$ cat src/rtl/alu_arbiter.sv
// Two-port round-robin arbiter in front of a shared accumulator ALU; the ALU's same-cycle result is captured back to the issuing port.
// Optional `ALU_ARBITER_LOCK_EN` lets a port hold exclusive ownership across a multi-instruction sequence.

module alu_arbiter_port (
  input  logic       clock,
  input  logic       reset,
  input  logic       accept,
  input  logic       legal,
  input  logic [7:0] alu_result,
  output logic [7:0] result,
  output logic       result_valid,
  output logic       err
);
  always_ff @(posedge clock) begin
    if (reset) begin
      result       <= 8'h00;
      result_valid <= 1'b0;
      err          <= 1'b0;
    end else begin
      result_valid <= accept && legal;
      err          <= accept && !legal;
      if (accept && legal) result <= alu_result;
    end
  end
endmodule

module alu_arbiter (
  input  logic        clock,
  input  logic        reset,
  input  logic        req0_valid,
  input  logic [11:0] req0_inst,
  input  logic        req0_lock,
  output logic        req0_ready,
  output logic [7:0]  req0_result,
  output logic        req0_result_valid,
  output logic        req0_err,
  input  logic        req1_valid,
  input  logic [11:0] req1_inst,
  input  logic        req1_lock,
  output logic        req1_ready,
  output logic [7:0]  req1_result,
  output logic        req1_result_valid,
  output logic        req1_err,
  output logic [11:0] alu_inst,
  output logic        alu_inst_wen,
  input  logic [7:0]  alu_result
);
  localparam int NUM_PORTS = 2;

  typedef enum logic [1:0] {RESET, IDLE, OWN0, OWN1} state_t;
  typedef struct packed {
    logic        valid;
    logic        lock;
    logic [11:0] inst;
  } req_t;

  state_t                          state;
  logic                            last;
  req_t [NUM_PORTS-1:0]            req;
  logic [NUM_PORTS-1:0]            grant, accept;
  logic [11:0]                     sel_inst;
  logic                            legal;
  logic [NUM_PORTS-1:0][7:0]       result;
  logic [NUM_PORTS-1:0]            result_valid, err;

  assign req[0] = {req0_valid, req0_lock, req0_inst};
  assign req[1] = {req1_valid, req1_lock, req1_inst};

  always_comb begin
    grant = '0;
    case (state)
      IDLE:
        if (req[0].valid && req[1].valid) grant = last ? 2'b01 : 2'b10;
        else                              grant = {req[1].valid, req[0].valid};
      OWN0:    grant[0] = req[0].valid;
      OWN1:    grant[1] = req[1].valid;
      default: grant = '0;
    endcase
  end

  assign accept   = grant & {req[1].valid, req[0].valid};
  assign sel_inst = accept[1] ? req[1].inst : req[0].inst;
  // Illegal opcodes are swallowed here so the ALU never sees them and never enters its sticky error state.
  assign legal        = sel_inst[11:8] <= 4'h9;
  assign alu_inst_wen = (|accept) && legal;
  assign alu_inst     = alu_inst_wen ? sel_inst : 12'h000;

  assign req0_ready = grant[0];
  assign req1_ready = grant[1];

  always_ff @(posedge clock) begin
    if (reset) begin
      state <= RESET;
      last  <= 1'b1;
    end else begin
      if (|accept) last <= accept[1];
      case (state)
        RESET: state <= IDLE;
`ifdef ALU_ARBITER_LOCK_EN
        IDLE:
          if (accept[0] && req[0].lock)      state <= OWN0;
          else if (accept[1] && req[1].lock) state <= OWN1;
        OWN0: if (!req[0].lock) state <= IDLE;
        OWN1: if (!req[1].lock) state <= IDLE;
`endif
        default: state <= IDLE;
      endcase
    end
  end

`ifndef ALU_ARBITER_LOCK_EN
  logic unused_lock;
  assign unused_lock = req[0].lock | req[1].lock;
`endif

  for (genvar p = 0; p < NUM_PORTS; p++) begin : g_port
    alu_arbiter_port u_port (
      .clock        (clock),
      .reset        (reset),
      .accept       (accept[p]),
      .legal        (legal),
      .alu_result   (alu_result),
      .result       (result[p]),
      .result_valid (result_valid[p]),
      .err          (err[p])
    );
  end

  assign req0_result       = result[0];
  assign req0_result_valid = result_valid[0];
  assign req0_err          = err[0];
  assign req1_result       = result[1];
  assign req1_result_valid = result_valid[1];
  assign req1_err          = err[1];
endmodule

$ cat config.mk
export PLATFORM = sky130hd
export DESIGN_NAME = alu_arbiter
export DESIGN_NICKNAME = d
export VERILOG_FILES = /design/src/rtl/alu_arbiter.sv
export SDC_FILE = /design/constraint.sdc
export NUM_CORES = 1
export LEC_CHECK = 0
export CAP_MARGIN = 25
export CORE_MARGIN = 3
export CORE_UTILIZATION = 38
export CTS_BUF_LIST = sky130_fd_sc_hd__clkbuf_8
export DETAILED_ROUTE_END_ITERATION = 8
export PLACE_DENSITY = 0.92
export SETUP_SLACK_MARGIN = 0.05
export SLEW_MARGIN = 15
export SYNTH_ARGS = -nofsm -noshare
export SYNTH_HDL_FRONTEND = slang
export SYNTH_SLANG_ARGS = --single-unit
$ cat constraint.sdc
create_clock -name clock -period 4.4 [get_ports clock]
set_input_delay 0.88 -clock clock [delete_from_list [all_inputs] [get_ports clock]]
set_output_delay 0.88 -clock clock [all_outputs]
set_load 0.01 [all_outputs]
Word level (Yosys, flattened, before mapping):

Index checks and enable logic that the tools add are counted.
Widths: inputs -> output; s select.

* register bits after elaboration: 23
* input port bits: 38
* output and inout port bits: 35
* word-level logic and storage cells: 28

* order comparisons: 1
* equal/unequal tests: 3
* muxes and demuxes: 7
* bitwise gates (word level): 1
* reduce and logical (&&, ||, !) cells: 8

Operator list (number)
* $mux 12: 2
* $logic_and 1x1->1: 6
* $eq 2x2->1 const B: 2
* $le 4x4->1 const B: 1
* $mux 2: 2
* $pmux 1 s2: 2
* $and 2x2->2: 1
* $eq 2x1->1 const B: 1
* $reduce_or 2->1: 1
* $logic_not 1->1: 1
* $mux 1: 1

Longest topological paths before layout:

* depth after elaboration: 8
* depth in mapped cells: 5

By module:

Synthesis repeated with hierarchy kept, for this count alone.

* cells, all modules: 152
* area total of the unflattened synthesis: 1446.4 um^2

By module, submodules not included
* alu_arbiter_port: instances 2, cells each 42, area each 518.0 um^2, seq. area each 200.2 um^2
* alu_arbiter: instances 1, cells each 68, area each 410.4 um^2, seq. area each 40.0 um^2

Worst setup path before layout:

No wires, ideal clock.

* kind: input to output
* start: input port req1_inst[9]
* end: output port alu_inst[7]
* data arrival time: 1.900 ns
* required time: 3.520 ns
* setup slack: 1.620 ns
* stages: 5
* path buffers: 1
* path through: o21a_1 -> nor3_4 -> buf_2 -> a22oi_1 -> nor2_1

* cells in the longest elaborated chain, start to end: 4

Ends and longest elaborated chain
* start: declaration: line 38 `input logic [11:0] req1_inst,`
* $mux 12: line 82 `assign sel_inst = accept[1] ? req[1].inst : req[0].inst;`
* $le 4x4->1: line 84 `assign legal = sel_inst[11:8] <= 4'h9;`
* $logic_and 1x1->1: line 85 `assign alu_inst_wen = (|accept) && legal;`
* $mux 12: line 86 `assign alu_inst = alu_inst_wen ? sel_inst : 12'h000;`
* end: declaration: line 44 `output logic [11:0] alu_inst,`

Every way passes these cells.

Worst setup path in the final report:

* start: input port req1_valid
* end: output port alu_inst[1]

* cells in the longest elaborated chain, start to end: 8

Ends and longest elaborated chain
* start: declaration: line 37 `input logic req1_valid,`
* $logic_and 1x1->1: line 73 `if (req[0].valid && req[1].valid) grant = last ? 2'b01 : 2'b10;`
* $mux 2: line 73
* $pmux 1 s2: line 71 `case (state)`
* $and 2x2->2 (*): line 81 `assign accept = grant & {req[1].valid, req[0].valid};`
* $mux 12: line 82
* $le 4x4->1: line 84
* $logic_and 1x1->1: line 85
* $mux 12 (*): line 86

Every way passes the cells marked *; elsewhere a longest branch is shown, timed or not.

==> impl.org <==
** Outcome
- Status :: finished clean

** Setup path
- The endpoint identified for the worst register-to-register timing path is g_port[0].u_port.result[0].
- Largest driver fanout on the critical path :: 7
- Top cell family by delay on the critical path :: buffers and inverters
- Critical path's slowest cell :: sky130_fd_sc_hd__o21ai_0
- The number of buffers and inverters on the critical path is 3.
- Among the stages of the critical path, the cell type that occurs most often is sky130_fd_sc_hd__clkdlybuf4s50_1.
- Kind of critical path :: in2out
- Counting cells, the worst reg-to-reg path comes to 4.
- Crit end category :: primary output
- CP startpoint kind :: primary input
- Data on the critical path arrives at its endpoint at 2930 ps.
- Chain of cells forming the critical path :: clkdlybuf4s50_1 -> o21ai_0 -> buf_2 -> nor2_1 -> clkdlybuf4s50_1
- Worst reg2reg path startpoint :: state[0]
- The setup check on the worst reg-to-reg path leaves a slack of 2790 ps.
- For the worst setup path, the data required time is 3520 ps.
- On the worst path, the slowest cell contributes a delay of 700 ps.

** STA
- Tmin final :: 3810 ps
- On the final layout, the worst hold slack is 465 ps.
- The max-slew violation count came to 0.
- Between clock sinks in the finished design, the worst skew comes to 3.45 ps.
- Hold violation count in the final report :: 0
- Setup violation total in the final timing report :: 0
- Dividing the final minimum period by the clock period gives 0.867.
- Setup repair after global routing left no endpoint under its margin.
- Derived from the worst setup path, the maximum achievable clock frequency is 262 MHz.
- Fin Setup TNS :: 0 ps
- At the pin with the least slew margin, the transition time is 829 ps.
- The worst pin sits at a relative slew slack of 0.441.

** Synth
- Yosys printed 0 warnings.
- Fraction of the yosys area taken by sequential cells :: 0.421
- Most used flip-flop cell after synthesis :: sky130_fd_sc_hd__dfxtp_1
- Post-synthesis instance total :: 128
- Yosys reg bits :: 22
- Yosys mapped the design onto 27 distinct sky130hd cell types.
- In this run, synthesis inferred 0 flip-flops with an integrated enable.
- Post-synthesis cell area :: 1050 um^2
- Mean Syn Cell Area :: 8.17 um^2
- Of all flip-flops after synthesis, the portion carrying an async set or reset was 0.
- The number of nets in the synthesized netlist is 166.

** Clocking
- TritonCTS built the clock tree.
- Clock latency at the later pin of the worst-skew pair :: 260 ps
- Number of sinks on the clock net :: 22
- Once the clock tree was built, the setup fixing pass inserted 0 buffers.
- In this run the number of H-tree levels came out at 1.
- Inserted Clock Buffers :: 3
- Maximum count of clock buffers along a single path :: 2
- Clock transition at the register clock pins on the worst setup and hold paths after CTS :: 70 ps
- Clock tree synthesis selected as its root buffer the cell sky130_fd_sc_hd__clkbuf_8.
- In this run, post-CTS hold repair placed 0 buffers.
- In this run, post-CTS repair resized a total of 0 instances.

** Detailed routing
- DRC :: 0
- Final Routed Wirelength :: 3470 um
- Residual antenna-violating net count after detailed routing :: 0
- In this run, the number of DRC markers left after iteration 0 of detailed routing was 47.
- Before antenna repair, the detailed router went through 6 iterations.
- Detailed routing inserted a total of 1209 vias.
- Dividing the detail-routed wire length by the instance count gives 15.1 um.
- Dividing the detail-routed via count by the number of cells gives 5.26.

** Global routing
- Number of antenna violations at the first check in global routing :: 0
- Total GRT Usage :: 0.206
- First-pass GRT wire length :: 5460 um
- After global routing the overflow that remains totals 0.
- Number of global-route vias before repair :: 1207
- Largest net degree at the start of global routing :: 20

** Finish
- The count of cells in the finished layout, fillers not included, comes to 230.
- The repair_antennas step left the layout with diodes totalling 0.
- Once layout is complete, the utilization of the core stands at 0.718.
- Of the cells placed in the final design, the portion with a size suffix greater than 1 is 0.0650.
- Syn-to-layout area delta :: 74.8%
- At the end of the flow, the number of nets in the layout was 239.

** Power
- Ratio of total power to cell area :: 256 nW/um^2
- Summed over all cells, the static leakage comes to 0.000679 uW.
- Peak supply drop :: 0.261 mV
- Final Power :: 469 uW

** Floorplanning
- Initial Util :: 0.411
- Floorplan die height :: 58.5 um
- Pin placement for this block handled 73 I/O pins.
- Placeable core area :: 2540 um^2
- The floorplan step defined a die boundary enclosing 3420 um^2.
- In this run the horizontal extent of the chip is 58.5 um.
- In this run the core area contains 18 standard-cell rows.

** Min path
- The min-delay analysis places its worst path in the category reg2reg.
- The worst hold path passes through 2 cells.
- Destination of the worst hold path :: g_port[0].u_port.result[1]
- Worst Min Path Start :: g_port[0].u_port.result[1]

** Placement
- At the end of routability-driven placement, the weighted congestion stood at 0.794.
- Once placement completed, the tool counted placed cells totaling 226.
- Buffers placed on the I/O ports in this run total 70.
- After legalization and detailed placement, the total HPWL measured 2820 um.

** Flow run
- Max Cap Viol :: 0
## flip-flops by register name (all words and copies together) (netlist names)
register	flops
g_port.u_port.result	16
g_port.u_port.err	2
g_port.u_port.result_valid	2
last	1
state	1
## worst register-to-register path: cells and delay by family, from the launching register on
family             cells  cell delay, ps
AOI/OAI and AO/OA      1             570
DFF                    1             410
and+or+nand+nor        2             290
muxes                  1             270
## metrics by stage
step | setup WS, ps | instance area (um^2)
2_1_floorplan | 1620 | 1050
3_3_place_gp | 538 | 1770
5_1_grt | 431 | 1830
4_1_cts | 604 | 1830
3_5_place_dp | 601 | 1770
6_report | 587 | 1830
## cell usage after synthesis, types with 2 or more instances
cell type | instances | area (um^2)
sky130_fd_sc_hd__nand3_1 | 2 | 10.0
sky130_fd_sc_hd__clkbuf_1 | 2 | 7.51
sky130_fd_sc_hd__o21a_1 | 2 | 15.0
sky130_fd_sc_hd__inv_1 | 3 | 11.3
sky130_fd_sc_hd__a21oi_1 | 10 | 50.1
sky130_fd_sc_hd__nor3_1 | 3 | 15.0
sky130_fd_sc_hd__o21ai_0 | 2 | 10.0
sky130_fd_sc_hd__dfxtp_1 | 22 | 440
sky130_fd_sc_hd__a22oi_1 | 10 | 75.1
sky130_fd_sc_hd__nor2_1 | 11 | 41.3
sky130_fd_sc_hd__nand2_1 | 35 | 131
sky130_fd_sc_hd__nand3b_1 | 4 | 30.0
sky130_fd_sc_hd__mux2i_1 | 8 | 80.1
## metal layers
layer / vias up / routed length, um / track usage
li1: 582 / - / -
met4: 0 / 56 / 0.0464
met1: 578 / 1300 / 0.223
met2: 43 / 1980 / 0.399
met5: - / 0 / 0
met3: 6 / 141 / 0.0461
## how the worst max path moves through the flow
stage	from	to	slack [ps]	depth (start not counted)
floorplan	req1_inst[9]	alu_inst[7]	1620	5
global placement	req0_valid	alu_inst_wen	540	4
detailed placement	req0_valid	alu_inst[1]	600	5
CTS	req0_valid	alu_inst[1]	600	5
global route	req1_valid	alu_inst[5]	430	5
finish	req1_valid	alu_inst[1]	590	5
## cell families (layout without fill, tap and decap cells)
group	after synthesis	in the layout	share of synthesized area
flops	22	22	0.421
mux	8	8	0.0766
simple gates	61	61	0.274
buf+inv	8	80	0.0371
compound gates	29	29	0.191
## layout by cell type, fill, tap and decap left out, types with 2 or more instances in the layout
| cell type | Yosys | layout |
|---|---|---|
| sky130_fd_sc_hd__nor3_1 | 3 | 3 |
| sky130_fd_sc_hd__clkbuf_8 | 0 | 4 |
| sky130_fd_sc_hd__a21oi_1 | 10 | 10 |
| sky130_fd_sc_hd__a22oi_1 | 10 | 10 |
| sky130_fd_sc_hd__nand3_1 | 2 | 2 |
| sky130_fd_sc_hd__nand2_1 | 35 | 35 |
| sky130_fd_sc_hd__nand3b_1 | 4 | 4 |
| sky130_fd_sc_hd__dfxtp_1 | 22 | 22 |
| sky130_fd_sc_hd__nor2_1 | 11 | 11 |
| sky130_fd_sc_hd__o21ai_0 | 2 | 2 |
| sky130_fd_sc_hd__clkdlybuf4s50_1 | 0 | 70 |
| sky130_fd_sc_hd__mux2i_1 | 8 | 8 |
| sky130_fd_sc_hd__o21a_1 | 2 | 2 |
| sky130_fd_sc_hd__inv_1 | 3 | 3 |
## power by group
| part | total [uW] | switching (uW) | internal (uW) |
|---|---|---|---|
| Clock | 138 | 58.5 | 79.6 |
| Combinational | 119 | 51.9 | 67.3 |
| Sequential | 211 | 4.54 | 207 |
## layout make-up
cell class,count,area (um^2)
Sequential cell,22,440
Clock buffer,4,55.1
Fill cell,191,717
Multi-Input combinational cell,98,567
Inverter,4,15.0
Timing Repair Buffer,72,713
Tap cell,30,37.5
(Power assumes the default switching activity.)
